## config.mk

```make
export PLATFORM = sky130hd
export DESIGN_NAME = cordic_arbiter
export DESIGN_NICKNAME = d
export VERILOG_FILES = /design/src/rtl/cordic_arb_pkg.sv /design/src/rtl/rr_pick4.sv /design/src/rtl/cordic_arbiter.sv
export SDC_FILE = /design/constraint.sdc
export NUM_CORES = 1
export LEC_CHECK = 0
export BUFFER_PORTS_ARGS = -buffer_cell sky130_fd_sc_hd__buf_2
export CORE_MARGIN = 4
export CORE_UTILIZATION = 30
export CTS_CLUSTER_DIAMETER = 100
export DETAILED_ROUTE_END_ITERATION = 8
export PLACE_DENSITY = 0.67
export SLEW_MARGIN = 20
export SYNTH_ARGS = -nofsm -noshare
export SYNTH_HDL_FRONTEND = slang
export SYNTH_SLANG_ARGS = --single-unit
```

## constraint.sdc

```tcl
create_clock -name clk -period 1.8 [get_ports clk]
set_clock_uncertainty 0.1 [all_clocks]
set_input_delay 0.36 -clock clk [delete_from_list [all_inputs] [get_ports clk]]
set_output_delay 0.36 -clock clk [all_outputs]
set_load 0.02 [all_outputs]
```

## src/rtl/cordic_arb_pkg.sv

```systemverilog
// Shared constants and FSM encoding for the CORDIC request arbiter.
package cordic_arb_pkg;

    localparam int ANGLE_W = 9;
    localparam int NREQ    = 4;

    localparam logic [ANGLE_W-1:0] ANGLE_LIMIT = 9'd360;

    typedef enum logic [2:0] {
        ST_IDLE,
        ST_GRANT,
        ST_START,
        ST_WAIT,
        ST_RESP
    } state_t;

endpackage

```

## src/rtl/rr_pick4.sv

```systemverilog
// Four-way winner selection: first set request found searching upward from ptr.
module rr_pick4 (
    input  logic [3:0] req,
    input  logic [1:0] ptr,
    output logic       valid,
    output logic [1:0] id
);

    logic [3:0] w_rot;

    always_comb begin
        // Rotate so that requester ptr lands on bit 0, then pick lowest set bit.
        w_rot = 4'({req, req} >> ptr);
        valid = |req;
        id    = ptr;
        if (w_rot[0])      id = ptr;
        else if (w_rot[1]) id = ptr + 2'd1;
        else if (w_rot[2]) id = ptr + 2'd2;
        else if (w_rot[3]) id = ptr + 2'd3;
    end

endmodule

```

## src/rtl/cordic_arbiter.sv

```systemverilog
// Arbitrates four requesters onto one external CORDIC sin/cos engine.
// Define CORDIC_ARB_ROUND_ROBIN_EN for round-robin selection; default is fixed priority.
module cordic_arbiter #(
    parameter int NREQ    = cordic_arb_pkg::NREQ,
    parameter int ANGLE_W = cordic_arb_pkg::ANGLE_W
) (
    input  logic                      clk,
    input  logic                      reset,
    input  logic [NREQ-1:0]           req,
    input  logic [NREQ*ANGLE_W-1:0]   req_angle,
    output logic [NREQ-1:0]           gnt,
    output logic [NREQ-1:0]           rsp_valid,
    output logic signed [ANGLE_W-1:0] rsp_sin,
    output logic signed [ANGLE_W-1:0] rsp_cos,
    output logic                      cordic_start,
    output logic [ANGLE_W-1:0]        cordic_angle,
    input  logic signed [ANGLE_W-1:0] cordic_sin,
    input  logic signed [ANGLE_W-1:0] cordic_cos,
    input  logic                      cordic_done,
    output logic                      busy
);
    import cordic_arb_pkg::*;

    state_t                    r_state;
    state_t                    w_next;
    logic [1:0]                r_id;
    logic [ANGLE_W-1:0]        r_angle;
    logic signed [ANGLE_W-1:0] r_sin;
    logic signed [ANGLE_W-1:0] r_cos;

    logic                      w_valid;
    logic [1:0]                w_id;
    logic [1:0]                w_ptr;
    logic [ANGLE_W-1:0]        w_angles [NREQ];
    logic [ANGLE_W-1:0]        w_sel_angle;
    logic [ANGLE_W-1:0]        w_wrap_angle;

    for (genvar k = 0; k < NREQ; k++) begin : g_ang
        assign w_angles[k] = req_angle[k*ANGLE_W +: ANGLE_W];
    end

    assign w_sel_angle  = w_angles[w_id];
    assign w_wrap_angle = (w_sel_angle >= ANGLE_W'(ANGLE_LIMIT))
                        ? w_sel_angle - ANGLE_W'(ANGLE_LIMIT) : w_sel_angle;

    rr_pick4 u_pick (
        .req   (req),
        .ptr   (w_ptr),
        .valid (w_valid),
        .id    (w_id)
    );

`ifdef CORDIC_ARB_ROUND_ROBIN_EN
    logic [1:0] r_ptr;

    // Pointer advances past the requester just served, only on completion.
    always_ff @(posedge clk or posedge reset) begin
        if (reset)                  r_ptr <= 2'd0;
        else if (r_state == ST_RESP) r_ptr <= r_id + 2'd1;
    end

    assign w_ptr = r_ptr;
`else
    assign w_ptr = 2'd0;
`endif

    always_ff @(posedge clk or posedge reset) begin
        if (reset) r_state <= ST_IDLE;
        else       r_state <= w_next;
    end

    always_comb begin
        w_next       = r_state;
        gnt          = '0;
        rsp_valid    = '0;
        cordic_start = 1'b0;
        busy         = (r_state != ST_IDLE);
        case (r_state)
            ST_IDLE:  if (w_valid) w_next = ST_GRANT;
            ST_GRANT: begin
                gnt    = NREQ'(1) << r_id;
                w_next = ST_START;
            end
            ST_START: begin
                cordic_start = 1'b1;
                w_next       = ST_WAIT;
            end
            ST_WAIT:  if (cordic_done) w_next = ST_RESP;
            ST_RESP: begin
                rsp_valid = NREQ'(1) << r_id;
                w_next    = ST_IDLE;
            end
            default:  w_next = ST_IDLE;
        endcase
    end

    // Request and angle are captured once in IDLE; later req changes are ignored.
    always_ff @(posedge clk or posedge reset) begin
        if (reset) begin
            r_id    <= 2'd0;
            r_angle <= '0;
            r_sin   <= '0;
            r_cos   <= '0;
        end else begin
            if (r_state == ST_IDLE && w_valid) begin
                r_id    <= w_id;
                r_angle <= w_wrap_angle;
            end
            if (r_state == ST_WAIT && cordic_done) begin
                r_sin <= cordic_sin;
                r_cos <= cordic_cos;
            end
        end
    end

    assign cordic_angle = r_angle;
    assign rsp_sin      = r_sin;
    assign rsp_cos      = r_cos;

endmodule
```

==> results of run 1 <==
layout by cell type, fill, tap and decap left out, drive strengths merged, types with 5 or more instances in the layout:
cell	netlist	routed
mux4	6	6
nor2b	6	6
o31ai	6	6
buf	2	122
a21oi	5	5
clkbuf	4	6
nor2	16	16
dfrtp	32	32
nand2	70	70
o21ai	7	7
power by group through the flow:
stage | Clock [mW] | Sequential, mW | Combinational [mW]
3_3_place_gp | 0 | 1.26 | 1.65
2_1_floorplan | 0 | 1.61 | 0.708
3_5_place_dp | 0 | 1.28 | 1.67
5_1_grt | 0.557 | 1.32 | 1.95
6_report | 0.502 | 1.26 | 1.76
4_1_cts | 0.520 | 1.26 | 1.74
critical path, delay by kind of cell (launching register included):
kind                   cells  cell delay, ns
buffers and inverters      1            0.16
flip-flops                 1            0.43
AND/OR/NAND/NOR            2            0.54
registers in the layout, summed over array words and instances (netlist names):
signal,cells
r_id,2
rsp_cos,9
r_state,3
cordic_angle,9
rsp_sin,9
what timing repair did:
item,in CTS,in global routing
hold endpoints to repair,0,0
hold buffers,0,0
resized for setup,8,16
setup endpoints to repair,11,19
buffers inserted,3,3
pin swaps,2,5
layout make-up:
class | instances | area [um^2]
clock buffer | 6 | 72.57
clock inverter | 1 | 5.005
fill | 549 | 2919
inverter | 3 | 15.01
multi-input combinational | 147 | 898.4
sequential | 32 | 803.3
tap | 72 | 90.09
timing repair buffer | 122 | 703.2
cells by family after synthesis:
group	after synthesis	share of synthesized area (%)
compound gates	29	11.67
buf+inv	9	2.642
simple gates	111	29.08
mux	7	9.618
flops	32	46.99
worst paths after layout:
kind | from | end | cells past startpoint
setup / recovery | r_state[1]$_DFFE_PP0P_ | gnt[0] | 3
hold / removal | reset | rsp_sin[4]$_DFFE_PP0P_ | 3
setup reg to reg | r_state[1]$_DFFE_PP0P_ | cordic_angle[7]$_DFFE_PP0P_ | 3
hold reg to reg | rsp_cos[3]$_DFFE_PP0P_ | rsp_cos[3]$_DFFE_PP0P_ | 2
max in group asynchronous | reset | r_state[2]$_DFFE_PP0P_ | 3
min in group clk | cordic_cos[1] | rsp_cos[1]$_DFFE_PP0P_ | 3
synth_stat cells, types with 2 or more instances:
| cell | count | share of area [%] |
|---|---|---|
| a21oi_1 | 5 | 1.5 |
| nor2_1 | 16 | 3.5 |
| and3_1 | 2 | 0.73 |
| nor2b_1 | 5 | 1.8 |
| nor3_1 | 4 | 1.2 |
| mux4_1 | 5 | 7.7 |
| o21ai_0 | 6 | 1.8 |
| o21a_1 | 2 | 0.88 |
| a31oi_1 | 3 | 1.1 |
| dfrtp_1 | 32 | 47 |
| o31ai_1 | 6 | 2.6 |
| clkbuf_1 | 4 | 0.88 |
| nand2_1 | 70 | 15 |
| nor3b_1 | 3 | 1.3 |
| nand2b_1 | 4 | 1.5 |
metal layers:
layer / track usage, % / routed length, um / vias up
li1: - / - / 886
met1: 16.82 / 1941 / 764
met2: 21.57 / 2022 / 80
met3: 4.861 / 461 / 6
met4: 3.269 / 43 / 0
met5: 0 / 0 / -
==> flow_summary.yaml, run 1 <==
sta:
  fin_setup_tns_ns: -0.2764
  hold_viol: 0
  slew_viol_final: 0
  grt_setup_unrepaired: "true"
  layout_setup_ws_ns: -0.07362
  min_period_over_period_pct: 104.1
  finalCriticalPeriod_ns: 1.874
  whs_ns: 0.05878
  finalSetupViolations: 5
  max_slew_margin_pct: 68.55
  max_freq_mhz: 533.7
  worstMarginPinSlew_ns: 0.4690
synthesis:
  synth_ff_type: "dfrtp_1"
  synth.distinct_cells: 36
  synth-seq-area-share_pct: 46.99
  syn-cell-area_um2: 1704
  ys_seq_elements: 32
  postSynthAreaPerCell_um2: 9.065
  synth_fp_nets: 249
  netlist_instances: 188
  synth-edff-count: 0
  async_reset_ff_share_pct: 100.0
  yosys_warnings: 0
detailed_routing:
  detailroute.via_count: 1736
  wl_mm: 4.468
  drtAntennaViolNets: 0
  drt_iter0_drc: 34
  drcViolationCount: 0
  via_per_inst: 4.533
  avgRoutedWirePerCell_um: 11.67
  dr.pass1.iters: 5
run_status:
  status: "complete, but fails checks"
  violations: "setup timing"
floorplanning:
  rows: 27
  start_util_pct: 30.95
  die-area_um2: 6951
  dieWidth_um: 83.37
  die_y_um: 83.37
  num_io_pins: 98
  core_um2: 5507
setup_path:
  max_stage_delay_ns: 0.43
  start_kind: "flip-flop"
  crit_arrival_ns: 1.41
  crit_path_top_delay_cell: "dfrtp_2"
  setup.worst_path.end_class: "output port"
  worstPathCellList: "or3b_4 -> nor3_2 -> buf_4"
  critPathKind: "flip-flop to output port"
  required_ns: 1.34
  r2r_slack_ns: 0.12
  critPathMaxFanout: 5
grt:
  grt_pass1_wl_mm: 7.776
  grt_max_degree: 33
  antenna_found_initial: 0
  grt-ovfl-total: 0
  grt_pass1_vias: 1677
  grt_usage_pct: 13.30
layout:
  post-route-util_pct: 46.99
  syn_to_final_growth_pct: 51.84
  final_layout_size_suffix_gt1_share_pct: 47.59
  finalNetCount: 372
  stdcell_area_um2: 2587
  antennaDiodeCount: 0
  stdcell_count: 383
cts:
  htree_levels: 2
  clockBufferDepth: 2
  cts_sinks: 32
  clock_latency_ns: 0.27
  tritoncts: "yes"
  root_buffer: "clkbuf_8"
  cts.clk_slew.worst_paths_ns: 0.06
  numCtsBuffers: 5
run:
  drv_cap: 0
power_and_ir_drop:
  clkPwrFrac_pct: 14.3
  finalPower_mw: 3.522
  p_leak_nw: 1.369
  intPower_mw: 2.022
  seq_power_share_pct: 35.8
  p_sw_share_pct: 42.60
  power.switching_mw: 1.501
  power_density_nw_per_um2: 1361
  ir_drop_v: 0.0006134
  combPwrFrac_pct: 49.9
place:
  place_ws_ns: -0.3122
  placed_cell_area_um2: 2392
  hpwl_mm: 3.476
  gp_congestion: 0.7712
  dp_cells: 370
  io_buffers: 97
hold_path:
  hp-class: "primary input to async pin"
Power figures use the tool's default switching activity.
==> run 2, diff against run 1 <==
- CORE_UTILIZATION: 30 -> 39
- PLACE_DENSITY: 0.67 -> 0.81
- REMOVE_ABC_BUFFERS: unset -> 1
==> run 2 against run 1 <==
  * Worst setup slack improved by 0.037 ns
  * Global-route usage grew 3.4 points
  * Wire length down 1.5%
  * The run still ends with setup timing left
  * Maximum frequency up 2.0%
  * Combinational power grew 7%
  * Clock power up 45%
  * Register-to-register slack hardly changed
  * Count of clock-buffer cells in the layout rose by 1
  * Core utilization grew 17 points
  * First-iteration DRC count down 50%
  * Total power up 9.9%
==> flow_summary.yaml, run 2 (synthesis results as in run 1) <==
run_status:
  status: "complete, but fails checks"
  violations: "setup timing"
power_and_ir_drop:
  power_density_nw_per_um2: 1461
  combPwrFrac_pct: 48.9
  clkPwrFrac_pct: 18.8
  finalPower_mw: 3.870
  p_sw_share_pct: 39.91
  p_leak_nw: 1.426
  ir_drop_v: 0.0005316
  power.switching_mw: 1.544
  seq_power_share_pct: 32.3
  intPower_mw: 2.325
setup_path:
  r2r_cells: 4
  timing.rr.end: "cordic_angle[7]$_DFFE_PP0P_"
  cp_top_family: "simple AND/OR/NAND/NOR gates"
  worstPathCellList: "or3b_4 -> nor3_2 -> buf_4"
  required_ns: 1.34
  critPathMaxFanout: 4
  crit_path_top_delay_cell: "or3b_4"
  setup.worst_path.end_class: "output port"
  start_kind: "flip-flop"
  worstReg2RegStart: "r_state[2]$_DFFE_PP0P_"
  critPathKind: "flip-flop to output port"
  critPathBufInv: 1
  max_stage_delay_ns: 0.42
  r2r_slack_ns: 0.11
  crit_arrival_ns: 1.38
grt:
  grt_pass1_wl_mm: 7.086
  grt_usage_pct: 16.75
  grt-ovfl-total: 0
  grt_pass1_vias: 1654
  grt_max_degree: 33
  antenna_found_initial: 0
sta:
  min_period_over_period_pct: 102.0
  finalSetupViolations: 5
  slew_viol_final: 0
  max_slew_margin_pct: 69.32
  layout_setup_ws_ns: -0.03671
  worstMarginPinSlew_ns: 0.4574
  hold_viol: 0
  grt_setup_unrepaired: "true"
  max_freq_mhz: 544.5
  finalCriticalPeriod_ns: 1.837
hold_path:
  hp-class: "primary input to async pin"
floorplanning:
  core_um2: 4115
  die-area_um2: 5491
  num_io_pins: 98
  start_util_pct: 41.41
  rows: 23
  die_y_um: 74.10
  dieWidth_um: 74.10
cts:
  root_buffer: "clkbuf_8"
  numCtsBuffers: 5
  cts_hold_buf: 0
  clockBufferDepth: 2
  tritoncts: "yes"
  htree_levels: 2
  clock_latency_ns: 0.27
  cts_sinks: 32
  cts.clk_slew.worst_paths_ns: 0.07
place:
  placed_cell_area_um2: 2376
  hpwl_mm: 3.383
  place_ws_ns: -0.3351
  gp_congestion: 0.7787
  io_buffers: 97
layout:
  regArea_um2: 800.8
  stdcell_area_um2: 2649
  most-common-layout-cells: "buf_2 (85), nand2_1 (69), buf_4 (33)"
  final_common_cell: "buf_2"
  finalNetCount: 373
  syn_to_final_growth_pct: 55.43
  final_layout_size_suffix_gt1_share_pct: 48.56
  antennaDiodeCount: 0
  multi_input_area_um2: 922.1
  num-fill-cells: 342
detailed_routing:
  via_per_inst: 4.832
  detailroute.via_count: 1754
  drtAntennaViolNets: 0
  drt_iter0_drc: 17
  dr.pass1.iters: 4
  drcViolationCount: 0
  wl_mm: 4.399
  avgRoutedWirePerCell_um: 12.12
run:
  drv_cap: 0
[run 2: final cells by class]
class / instances / share of cell area [%]
multi-input cells: 147 / 34.81
flip-flops and latches: 32 / 30.23
repair buffers: 123 / 27.40
clock buffers: 7 / 3.637
well taps: 50 / 2.362
clock inverters: 1 / 1.134
inverters: 3 / 0.4251
[run 2: worst reg2reg max path, cell delays in order (launching register included)]
cell      delay, ns
dfrtp_1        0.39
buf_4          0.15
or3_4          0.40
nand2b_2       0.28
a22o_1         0.26
[run 2: worst max-delay path by stage]
stage	end	cells past startpoint	startpoint	slack, ns
2_1_floorplan	cordic_angle[3]$_DFFE_PP0P_	6	req[3]	-0.17
3_3_place_gp	cordic_angle[3]$_DFFE_PP0P_	7	req[3]	-0.28
3_5_place_dp	cordic_angle[3]$_DFFE_PP0P_	7	req[3]	-0.34
4_1_cts	gnt[0]	3	r_state[1]$_DFFE_PP0P_	-0.04
5_1_grt	rsp_valid[0]	5	r_state[0]$_DFFE_PP0P_	-0.10
6_report	gnt[0]	3	r_state[1]$_DFFE_PP0P_	-0.04
[run 2: what timing repair did]
action                                  CTS  global route
resized for setup                        14            23
pin swaps                                 4             5
endpoints found under the hold margin     0             0
endpoints found under the setup margin   12            16
setup buffers                             2             3
[run 2: power groups by stage]
| stage | clock network, mW | registers [mW] | logic [mW] |
|---|---|---|---|
| finish | 0.729 | 1.25 | 1.89 |
| global route | 0.786 | 1.29 | 2.10 |
| CTS | 0.753 | 1.24 | 1.82 |
| detailed placement | 0 | 1.25 | 1.72 |
| global placement | 0 | 1.24 | 1.69 |
| floorplan | 0 | 1.60 | 0.672 |
[run 2: routing by layer]
metal  wire (um)  GRT usage (%)  share of wire (%)
met1        1692          18.59                 38
met5           0              0                  0
met3         470          5.000                 11
met4         102          6.841                2.3
met2        2134          29.82                 49
[run 2: stage by stage]
stage               instances  util (%)  hold WS (ns)  TNS (ns)
finish                    363     64.37       0.05089  -0.09955
global route              363     64.37       0.08730   -0.6474
CTS                       360     61.93       0.05641   -0.1048
detailed placement        350     57.74        0.3589    -1.913
global placement          350     57.74        0.3532    -1.654
floorplan                 182         -        0.3654   -0.8063
==> run 3, diff against run 2 <==
--- a/config.mk
+++ b/config.mk
@@ -8,11 +8,12 @@
 export BUFFER_PORTS_ARGS = -buffer_cell sky130_fd_sc_hd__buf_2
 export CORE_MARGIN = 4
-export CORE_UTILIZATION = 39
+export CORE_UTILIZATION = 40
 export CTS_CLUSTER_DIAMETER = 100
 export DETAILED_ROUTE_END_ITERATION = 8
-export PLACE_DENSITY = 0.81
+export PLACE_DENSITY = 0.82
 export REMOVE_ABC_BUFFERS = 1
 export SLEW_MARGIN = 20
 export SYNTH_ARGS = -nofsm -noshare
 export SYNTH_HDL_FRONTEND = slang
+export SYNTH_HIERARCHICAL = 1
 export SYNTH_SLANG_ARGS = --single-unit
==> constraint.sdc (replaced) <==
create_clock -name clk -period 1.8 [get_ports clk]
set_clock_uncertainty 0.1 [all_clocks]
set_input_delay 0.36 -clock clk [delete_from_list [all_inputs] [get_ports clk]]
set_output_delay 0.36 -clock clk [all_outputs]
set_load 0.01 [all_outputs]
==> run 3 against run 2 <==
  * Clock power decreased by 20%
  * Worst hold slack improved by 0.12 ns
  * Critical path type is now primary input to flip-flop
  * Synthesized area grew 4.8%
  * The run still ends with setup timing left
  * Die area increased by 1.9%
  * Global-route usage up 0.77 points
  * Sequential share of layout area shrank 3.1 points
  * Core utilization increased by 4.1 points
==> flow_summary.yaml, run 3 <==
run_status:
  status: "complete, but fails checks"
  violations: "setup timing"
cts:
  clockBufferDepth: 2
  cts.clk_slew.worst_paths_ns: 0.06
  root_buffer: "clkbuf_8"
  htree_levels: 2
  cts_sinks: 32
  tritoncts: "yes"
  numCtsBuffers: 5
  clock_latency_ns: 0.28
layout:
  finalNetCount: 406
  final_common_cell: "buf_2"
  stdcell_area_um2: 2959
  most-common-layout-cells: "buf_2 (93), nand2_1 (74), dfrtp_1 (30)"
  final_layout_size_suffix_gt1_share_pct: 52.03
  syn_to_final_growth_pct: 65.73
  antennaDiodeCount: 0
setup_path:
  max_stage_delay_ns: 0.53
  critical_path_depth: 9
  worstPathCellList: "buf_8 -> nor2_4 -> a2bb2oi_2 -> o221a_4 -> mux4_2 -> or3b_4 -> o31a_1 -> o31a_1 -> o31a_1"
  setup.worst_path.end_class: "flip-flop"
  cp_top_family: "compound AO/OA/AOI/OAI gates"
  crit_arrival_ns: 2.75
  critPathMaxFanout: 7
  start_kind: "primary input"
  critPathBufInv: 1
  crit_top_cell: "o31a_1"
  critPathKind: "primary input to flip-flop"
  required_ns: 1.87
  crit_path_top_delay_cell: "mux4_2"
  r2r_cells: 5
grt:
  grt_max_degree: 20
  grt_pass1_wl_mm: 7.465
  grt-ovfl-total: 0
  grt_pass1_vias: 1702
  grt_usage_pct: 17.51
  antenna_found_initial: 0
sta:
  max_freq_mhz: 372.4
  min_period_over_period_pct: 149.2
  finalSetupViolations: 6
  grt_setup_unrepaired: "true"
  slew_viol_final: 0
  layout_setup_ws_ns: -0.8856
  finalCriticalPeriod_ns: 2.686
  hold_viol: 0
detailed_routing:
  drt_iter0_drc: 63
  wl_mm: 5.192
  dr.pass1.iters: 4
  via_per_inst: 4.899
  detailroute.via_count: 1940
  drcViolationCount: 0
  drtAntennaViolNets: 0
  avgRoutedWirePerCell_um: 13.11
run:
  drv_cap: 0
synthesis:
  synth-edff-count: 0
  syn-cell-area_um2: 1785
  synth.most_common_cell: "nand2_1"
  ys_seq_elements: 32
  netlist_instances: 201
  postSynthAreaPerCell_um2: 8.883
  ys_top_cells_by_area: "dfrtp_1 (45%), nand2_1 (16%), mux4_1 (8.8%)"
  synth.largest_area_cell: "dfrtp_1"
  synth-seq-area-share_pct: 44.85
  ys_top_cells_by_count: "nand2_1 (76), dfrtp_1 (32), nor2_1 (17)"
  synth_top_area_share_pct: 44.85
  synth_ff_type: "dfrtp_1"
  yosys_warnings: 6
  async_reset_ff_share_pct: 100.0
  synth.distinct_cells: 37
hold_path:
  hp-class: "primary input to flip-flop"
  min_path_cells: 3
floorplanning:
  dieWidth_um: 74.81
  die-area_um2: 5597
  start_util_pct: 41.29
  rows: 24
  die_y_um: 74.81
  num_io_pins: 98
  core_um2: 4324
place:
  gp_congestion: 0.7847
  hpwl_mm: 3.767
  placed_cell_area_um2: 2539
  io_buffers: 97
power_and_ir_drop:
  power_density_nw_per_um2: 1256
  p_leak_nw: 1.553
  finalPower_mw: 3.718
  ir_drop_v: 0.0004551
[run 3: changes by cell type in the layout (fill, tap and decap cells not counted), moves of 3 or more]
cell and change:
buf_2 +8, buf_4 -6, buf_6 +8, buf_8 +3, conb_1 +8, nand2_1 +5, o31a_1 +3, o31ai_1 -4
[run 3: tightest hold or removal path, stage by stage]
cell,delay [ns]
buf_2,0.07
nand2_1,0.04
nand2_1,0.04
[run 3: metrics by stage]
step | setup TNS (ns) | util (%) | worst slack [ns] | hold WS, ns | instances
2_1_floorplan | -6.098 | - | -1.185 | 0.3654 | 201
3_3_place_gp | -7.833 | 58.71 | -1.264 | 0.2711 | 378
3_5_place_dp | -8.452 | 58.71 | -1.366 | 0.2774 | 378
4_1_cts | -4.577 | 63.57 | -0.8925 | 0.1610 | 390
5_1_grt | -5.136 | 68.43 | -0.9570 | 0.1682 | 396
6_report | -4.655 | 68.43 | -0.8856 | 0.1719 | 396
[run 3: what timing repair did]
action | 4_1_cts | 5_1_grt
pin swaps | 10 | 22
setup buffers | 4 | 7
gates resized for setup | 19 | 48
endpoints found under the hold margin | 10 | 0
endpoints found under the setup margin | 7 | 15
hold buffers | 1 | 0
[run 3: worst paths after layout]
| check | startpoint | end | slack, ns |
|---|---|---|---|
| setup / recovery | req[0] | cordic_angle[6]$_DFFE_PP0P_ | -0.89 |
| hold / removal | cordic_sin[6] | rsp_sin[6]$_DFFE_PP0P_ | 0.17 |
| setup reg to reg | r_state[1]$_DFFE_PP0P_ | cordic_angle[5]$_DFFE_PP0P_ | 0.21 |
| hold reg to reg | rsp_cos[6]$_DFFE_PP0P_ | rsp_cos[6]$_DFFE_PP0P_ | 0.37 |
| max in group asynchronous | reset | r_id[1]$_DFFE_PP0P_ | 0.56 |
| min in group asynchronous | reset | rsp_cos[6]$_DFFE_PP0P_ | 0.53 |
[run 3: area by class of cell]
class | instances | area, um^2
clock buffer | 7 | 96.34
fill | 340 | 1365
inverter | 7 | 28.78
multi-input combinational | 162 | 1107
sequential | 32 | 803.3
tap | 52 | 65.06
timing repair buffer | 136 | 858.3
[run 3: where the power goes]
part           switching (mW)  internal (mW)
sequential              0.222           1.06
clock                   0.242          0.340
combinational           0.975          0.877
total                    1.44           2.28
[run 3: metal layers]
metal	GRT usage (%)	wire [um]
met5	0	0
met1	19.74	2025
met2	31.71	2574
met4	5.929	78
met3	4.940	514
[run 3: cell families after synthesis]
| group | after synthesis | synth area share (%) |
|---|---|---|
| AO/OA/AOI/OAI | 25 | 9.531 |
| adder cells (fa/ha/maj) | 1 | 0.7007 |
| buffers and inverters | 14 | 3.363 |
| flip-flops | 32 | 44.85 |
| multiplexers | 11 | 13.10 |
| other | 1 | 0.2100 |
| AND/OR/NAND/NOR | 117 | 28.24 |
